[src/rtl/hello_scroll_ctrl.sv]
// rtl/hello_scroll_ctrl.sv - HELLO display scroll controller (auto/manual step, blank).
// Optional wrap gap: define HELLO_WRAP_GAP_EN to insert a blank interval on SCROLL wraps.
module hello_scroll_ctrl #(
    parameter int TICK_DIV = 25000000
) (
    input  logic       CLOCK_50,
    input  logic       RST_N,
    input  logic       RUN,
    input  logic       DIR,
    input  logic       BLANK,
    input  logic       STEP_N,
    output logic [2:0] SEL,
    output logic       TICK
);

    typedef enum logic [1:0] {
        ST_STOP    = 2'd0,
        ST_SCROLL  = 2'd1,
        ST_BLANKED = 2'd2
`ifdef HELLO_WRAP_GAP_EN
        , ST_GAP   = 2'd3
`endif
    } state_t;

    localparam logic [25:0] TERM_CNT = 26'(TICK_DIV - 1);
    localparam logic [2:0]  SEL_BLANK = 3'd5;

    state_t      state_q, state_d;
    logic [2:0]  pos_q, pos_d;
    logic [2:0]  sel_q, sel_d;
    logic        tick_q, tick_d;
    logic [25:0] cnt_q, cnt_d;
    logic [1:0]  run_q, run_d;
    logic [1:0]  dir_q, dir_d;
    logic [1:0]  blank_q, blank_d;
    logic [2:0]  step_q, step_d;

    logic   run_s, dir_s, blank_s, step_fall, stepped;
    state_t lvl_state;

    function automatic logic [2:0] next_pos(input logic [2:0] p, input logic back);
        if (back) return (p == 3'd0) ? 3'd4 : p - 3'd1;
        else      return (p == 3'd4) ? 3'd0 : p + 3'd1;
    endfunction

    assign run_s     = run_q[1];
    assign dir_s     = dir_q[1];
    assign blank_s   = blank_q[1];
    // step_q[2] is the history flop behind the two synchronizer stages
    assign step_fall = step_q[2] & ~step_q[1];

    always_comb begin
        run_d     = {run_q[0], RUN};
        dir_d     = {dir_q[0], DIR};
        blank_d   = {blank_q[0], BLANK};
        step_d    = {step_q[1:0], STEP_N};
        lvl_state = blank_s ? ST_BLANKED : (run_s ? ST_SCROLL : ST_STOP);
        state_d   = lvl_state;
        pos_d     = pos_q;
        cnt_d     = '0;
        stepped   = 1'b0;

        case (state_q)
            ST_SCROLL: begin
                if (cnt_q == TERM_CNT) begin
                    stepped = 1'b1;
                    pos_d   = next_pos(pos_q, dir_s);
`ifdef HELLO_WRAP_GAP_EN
                    // A wrap while staying in SCROLL is deferred through GAP
                    if (lvl_state == ST_SCROLL &&
                        ((!dir_s && pos_q == 3'd4) || (dir_s && pos_q == 3'd0))) begin
                        stepped = 1'b0;
                        pos_d   = pos_q;
                        state_d = ST_GAP;
                    end
`endif
                end else begin
                    cnt_d = cnt_q + 26'd1;
                end
            end
`ifdef HELLO_WRAP_GAP_EN
            ST_GAP: begin
                if (lvl_state == ST_SCROLL) begin
                    if (cnt_q == TERM_CNT) begin
                        stepped = 1'b1;
                        pos_d   = (pos_q == 3'd4) ? 3'd0 : 3'd4;
                    end else begin
                        cnt_d   = cnt_q + 26'd1;
                        state_d = ST_GAP;
                    end
                end else begin
                    pos_d = (pos_q == 3'd4) ? 3'd0 : 3'd4;
                end
            end
`endif
            ST_STOP: begin
                if (step_fall) begin
                    stepped = 1'b1;
                    pos_d   = next_pos(pos_q, dir_s);
                end
            end
            default: ;
        endcase

        tick_d = stepped && (state_d == ST_STOP || state_d == ST_SCROLL);
        sel_d  = (state_d == ST_STOP || state_d == ST_SCROLL) ? pos_d : SEL_BLANK;
    end

    always_ff @(posedge CLOCK_50 or negedge RST_N) begin
        if (!RST_N) begin
            state_q <= ST_STOP;
            pos_q   <= 3'd0;
            sel_q   <= 3'd0;
            tick_q  <= 1'b0;
            cnt_q   <= '0;
            run_q   <= 2'b00;
            dir_q   <= 2'b00;
            blank_q <= 2'b00;
            step_q  <= 3'b111;
        end else begin
            state_q <= state_d;
            pos_q   <= pos_d;
            sel_q   <= sel_d;
            tick_q  <= tick_d;
            cnt_q   <= cnt_d;
            run_q   <= run_d;
            dir_q   <= dir_d;
            blank_q <= blank_d;
            step_q  <= step_d;
        end
    end

    assign SEL  = sel_q;
    assign TICK = tick_q;

endmodule

[config.mk]
export PLATFORM = sky130hd
export DESIGN_NAME = hello_scroll_ctrl
export DESIGN_NICKNAME = d
export VERILOG_FILES = /design/src/rtl/hello_scroll_ctrl.sv
export SDC_FILE = /design/constraint.sdc
export NUM_CORES = 1
export LEC_CHECK = 0
export BUFFER_PORTS_ARGS = -buffer_cell sky130_fd_sc_hd__buf_2
export CAP_MARGIN = 20
export CORE_MARGIN = 3
export CORE_UTILIZATION = 64
export CTS_CLUSTER_SIZE = 20
export DETAILED_ROUTE_END_ITERATION = 10
export PLACE_DENSITY = 0.94
export SKIP_CTS_REPAIR_TIMING = 1
export SYNTH_ARGS = -nofsm -noshare
export SYNTH_HDL_FRONTEND = slang
export SYNTH_SLANG_ARGS = --single-unit
[constraint.sdc]
create_clock -name CLOCK_50 -period 3.03 [get_ports CLOCK_50]
set_input_delay 0.1515 -clock CLOCK_50 [delete_from_list [all_inputs] [get_ports CLOCK_50]]
set_output_delay 0.1515 -clock CLOCK_50 [all_outputs]
set_load 0.05 [all_outputs]
[Word-level counts from Yosys, hierarchy flattened]
Index checks and enable logic that the tools add are counted.
Storage, ports and cells
  register bits: 44
  input port bits: 6
  output and inout bits: 4
  logic and storage cells: 37
Cells by class
  add/subtract/negate cells: 3
  equal/unequal tests: 4
  muxes and demuxes: 14
  bitwise operators: 2
  reduce and logical (&&, ||, !) cells: 5
Operator list (count)
  two-way mux 26 bit: 2
  adder 26 x 1 -> 26 bit (second input constant): 1
  equality test 26 x 25 -> 1 bit (second input constant): 1
  two-way mux 3 bit: 6
  case mux 3 bit (2 select lines): 1
  equality test 2 x 1 -> 1 bit (second input constant): 2
  logical NOT 2 bit: 2
  adder 3 x 1 -> 3 bit (second input constant): 1
  equality test 3 bit (second input constant): 1
  logical NOT 3 bit: 1
  two-way mux 1 bit: 3
  subtractor 3 x 1 -> 3 bit (second input constant): 1
  two-way mux 2 bit: 1
  case mux 1 bit (2 select lines): 1
  bitwise AND 1 bit: 1
  logical AND 1 bit: 1
  logical OR 1 bit: 1
  inverter 1 bit: 1

[Logic depth before layout (Yosys ltp)]
  depth after elaboration: 6
  mapped depth: 9

[Least setup slack after synthesis]
No wires, ideal clock.
  path kind: register to register
  start point: reg cnt_q[8]
  end point: reg sel_q[0], in the netlist SEL[0]
  library setup time: 129 ps
  arrival time: 1878 ps
  slack: 1024 ps
  cell stages (with the launch flop): 7
  clock period less this slack: 2006 ps
  cell sequence: dfrtp_1 > or4b_1 > nor4b_2 > and4_1 > buf_6 > mux2i_1 > a2111o_1
On the way
  word-level cells in the longest chain between the ends: 4
Ends and longest elaborated chain
  from (decl): line 32  | logic [25:0] cnt_q, cnt_d;
  from (signal assigned): line 125  | cnt_q <= cnt_d;
  equality test 26 x 25 -> 1 bit: line 65  | if (cnt_q == TERM_CNT) begin
  two-way mux 3 bit: line 65
  case mux 3 bit (2 select lines): line 63  | case (state_q)
  two-way mux 3 bit: line 106  | sel_d = (state_d == ST_STOP || state_d == ST_SCROLL) ? pos_d : SEL_BLANK;
  net sel_d[0]: line 30  | logic [2:0] sel_q, sel_d;
  to (signal assigned): line 123  | sel_q <= sel_d;
  to (decl): line 30
The timed path passes the listed nets, and every way through them passes these cells.

[Final worst setup path]
  start point: reg cnt_q[8]
  end point: reg cnt_q[23]
On the way
  word-level cells in the longest chain between the ends: 3
  elaborated cells on any way between the ends: 4
Ends and longest elaborated chain (line)
  adder 26 x 1 -> 26 bit or equality test 26 x 25 -> 1 bit (tied branches): 78, 65
  two-way mux 26 bit *: 65
  two-way mux 26 bit *: 63
  net cnt_d[23]: 32
The timed path passes the listed nets; every way through them passes the cells marked *.

==> results_dict.tcl <==
set metrics [dict create \
    synthCells 196 \
    drive_gt1_share_pct 11.32 \
    status "finished clean" \
    report.final.slew_viol_count 0 \
    irDropWorstVdd_v 0.0003568 \
    cp.arrival_ns 2.43 \
    hp-class "reg2reg" \
    grt_start_max_net_pins 45 \
    cts_tree "done" \
    reg2reg_slack_ns 0.84 \
    yosysTopAreaCell "dfrtp_1" \
    cts.clk_slew.worst_paths_ns 0.13 \
    critPathTopFamily "simple AND/OR/NAND/NOR gates" \
    synth_ff_type "dfrtp_1" \
    setup_ws_ns 0.8447 \
    dp.cells 241 \
    hold_depth 0 \
    period_minus_slack_ns 2.185 \
    antenna_cells 0 \
    async_reset_ff_share_pct 100.0 \
    synth_common_cells "dfrtp_1, nor2_1, xor2_1, nand3_1, nand2_1" \
    grt-ovfl-total 0 \
    placed_cell_area_um2 2118 \
    yosys-top-cells-area "dfrtp_1, xor2_1, nor2_1" \
    fmax_ghz 0.4576 \
    grt_usage_pct 21.45 \
    drv_cap 0 \
    hp-start "dir_q[0]$_DFF_PN0_" \
    antenna_found_initial 0 \
    seq_area_um2 1105 \
    worst_slew_pin_slew_ns 0.9133 \
    initial_utilization_pct 70.97 \
    design_area_um2 2252 \
    fin_setup_tns_ns 0 \
    wirelength_mm 3.822 \
    drt-pass1-iter-count 4 \
    post-place-ws_ns 0.8738 \
    cts.path.max_buffers 2 \
    insertion_delay_ns 0.36 \
    slowest_delay_ns 0.54 \
    portBuffers 9 \
    dp_hpwl_mm 2.639 \
    p_leak_nw 0.9477 \
    drt.antenna.violating_nets 0 \
    synth_enable_flop_cells 0 \
    synth_cell_type_count 35 \
    multi_input_area_um2 889.6 \
    synth_most_common_cell "dfrtp_1" \
    die_w_um 62.71 \
    drc_errors 0 \
    syn_area_per_cell_um2 10.50 \
    path_max_fanout 26 \
    final_nets 221 \
    critPathBufInv 1 \
    crit_chain "or4b_1 -> nor4b_2 -> and4_1 -> nand2b_1 -> buf_4 -> nor2_1" \
    yosysWarnings 0 \
    grt_pass1_vias 1548 \
    grt_first_pass_wirelength_mm 6.548 \
    via_per_inst 5.878 \
    stdcell_count 254 \
    worstRegToRegCells 6 \
    cp_slowest_cell "or4b_1" \
    first_iter_violations 169 \
    fillers 180 \
    crit_start "cnt_q[8]$_DFF_PN0_" \
    syn_area_um2 2058 \
    wl_per_cell_um 15.05 \
    cts-root-buf "clkbuf_4" \
    hold_viol_final 0 \
    die_h_um 62.71 \
    cp_num_cells 6 \
    routed-via-count 1493 \
    rr_endpoint "cnt_q[23]$_DFF_PN0_" \
    power_density_nw_per_um2 500.4 \
    pin_count 10 \
    cts.sinks 44 \
    synth_top_area_share_pct 49.85 \
    ys_ff_latch 44 \
    synthesis.nets 206 \
    rsz0062_at_grt "no" \
    fp.dieArea_um2 3933 \
    seq_area_frac_synth_pct 53.68 \
    htree_levels 2 \
    slew_headroom_pct 39.11 \
    std_cell_rows 19 \
    worstSetupEndpointType "flop" \
    finalClockSkew_ns 0.007014 \
    r2r_start "cnt_q[8]$_DFF_PN0_" \
    syn2layout_area_growth_pct 9.422 \
    min_period_over_period_pct 72.12 \
    p_total_mw 1.127 \
    critPathRequiredTime_ns 3.28 \
    crit_type "reg2reg" \
    cts_made_buffers 5 \
    core_area_um2 2900 \
    setup_violations 0 \
    worstSetupEndpoint "cnt_q[23]$_DFF_PN0_" \
    gp_congestion 0.7394 \
    crit_path_start_kind "flop" \
]
[where the power goes]
part           total, mW  switching [mW]  internal [mW]
registers          0.633          0.0233          0.609
logic              0.122          0.0784         0.0439
clock network      0.372           0.196          0.176
[cell type report]
cell class / instances / area share (%)
Sequential cell: 44 / 49.06
Multi-Input combinational cell: 140 / 39.50
Timing Repair Buffer: 15 / 4.556
Tap cell: 42 / 2.333
Clock inverter: 3 / 2.056
Clock buffer: 5 / 1.667
Inverter: 5 / 0.8333
[state kept, by name, summed over array words and instances (netlist names)]
signal / cells
state_q: 2
SEL: 3
pos_q: 3
TICK: 1
step_q: 3
blank_q: 2
cnt_q: 26
dir_q: 2
run_q: 2
[layer usage]
metal | global-route usage (%) | vias to the layer above | routed length [µm]
met3 | 6.115 | 8 | 181
met2 | 37.28 | 37 | 2063
li1 | - | 697 | -
met1 | 22.96 | 751 | 1499
met4 | 12.95 | 0 | 77
met5 | 0 | - | 0
[metrics by stage]
step,hold slack [ns],utilization [%]
floorplan,-0.1441,-
global placement,0.2570,73.04
detailed placement,0.2608,73.04
CTS,-0.1381,75.93
global route,0.3717,77.65
finish,0.3635,77.65
[cell families after synthesis]
kind of cell	synth area share, %
fa+ha+maj	2.432
xor+xnor	10.64
mux	1.459
compound gates	4.620
flops	53.68
buf+inv	3.100
simple gates	24.07
[worst min path at each step]
stage / slack, ns / endpoint
finish: 0.36 / dir_q[1]$_DFF_PN0_
global route: 0.37 / step_q[1]$_DFF_PN1_
CTS: -0.14 / step_q[0]$_DFF_PN1_
detailed placement: 0.26 / step_q[0]$_DFF_PN1_
global placement: 0.26 / step_q[0]$_DFF_PN1_
floorplan: -0.14 / SEL[0]$_DFF_PN0_
[layout by cell type, fill, tap and decap left out, types with 2 or more instances in the layout]
cell           instances
xnor2_1                7
nor2_1                33
clkbuf_4               5
inv_1                  5
nand2b_1               4
dfstp_2                3
a21oi_1                5
nand3_1               14
xor2_1                18
buf_2                  9
dlygate4sd3_1          5
nor4b_2                2
nand3b_1               2
nor2b_1                3
nor3_1                 6
nand4_1                5
mux2i_1                3
and4_1                 4
nand2_1               12
and3_1                 6
dfrtp_1               41
ha_1                   4
Note: power is estimated with default switching activity, not from simulation.
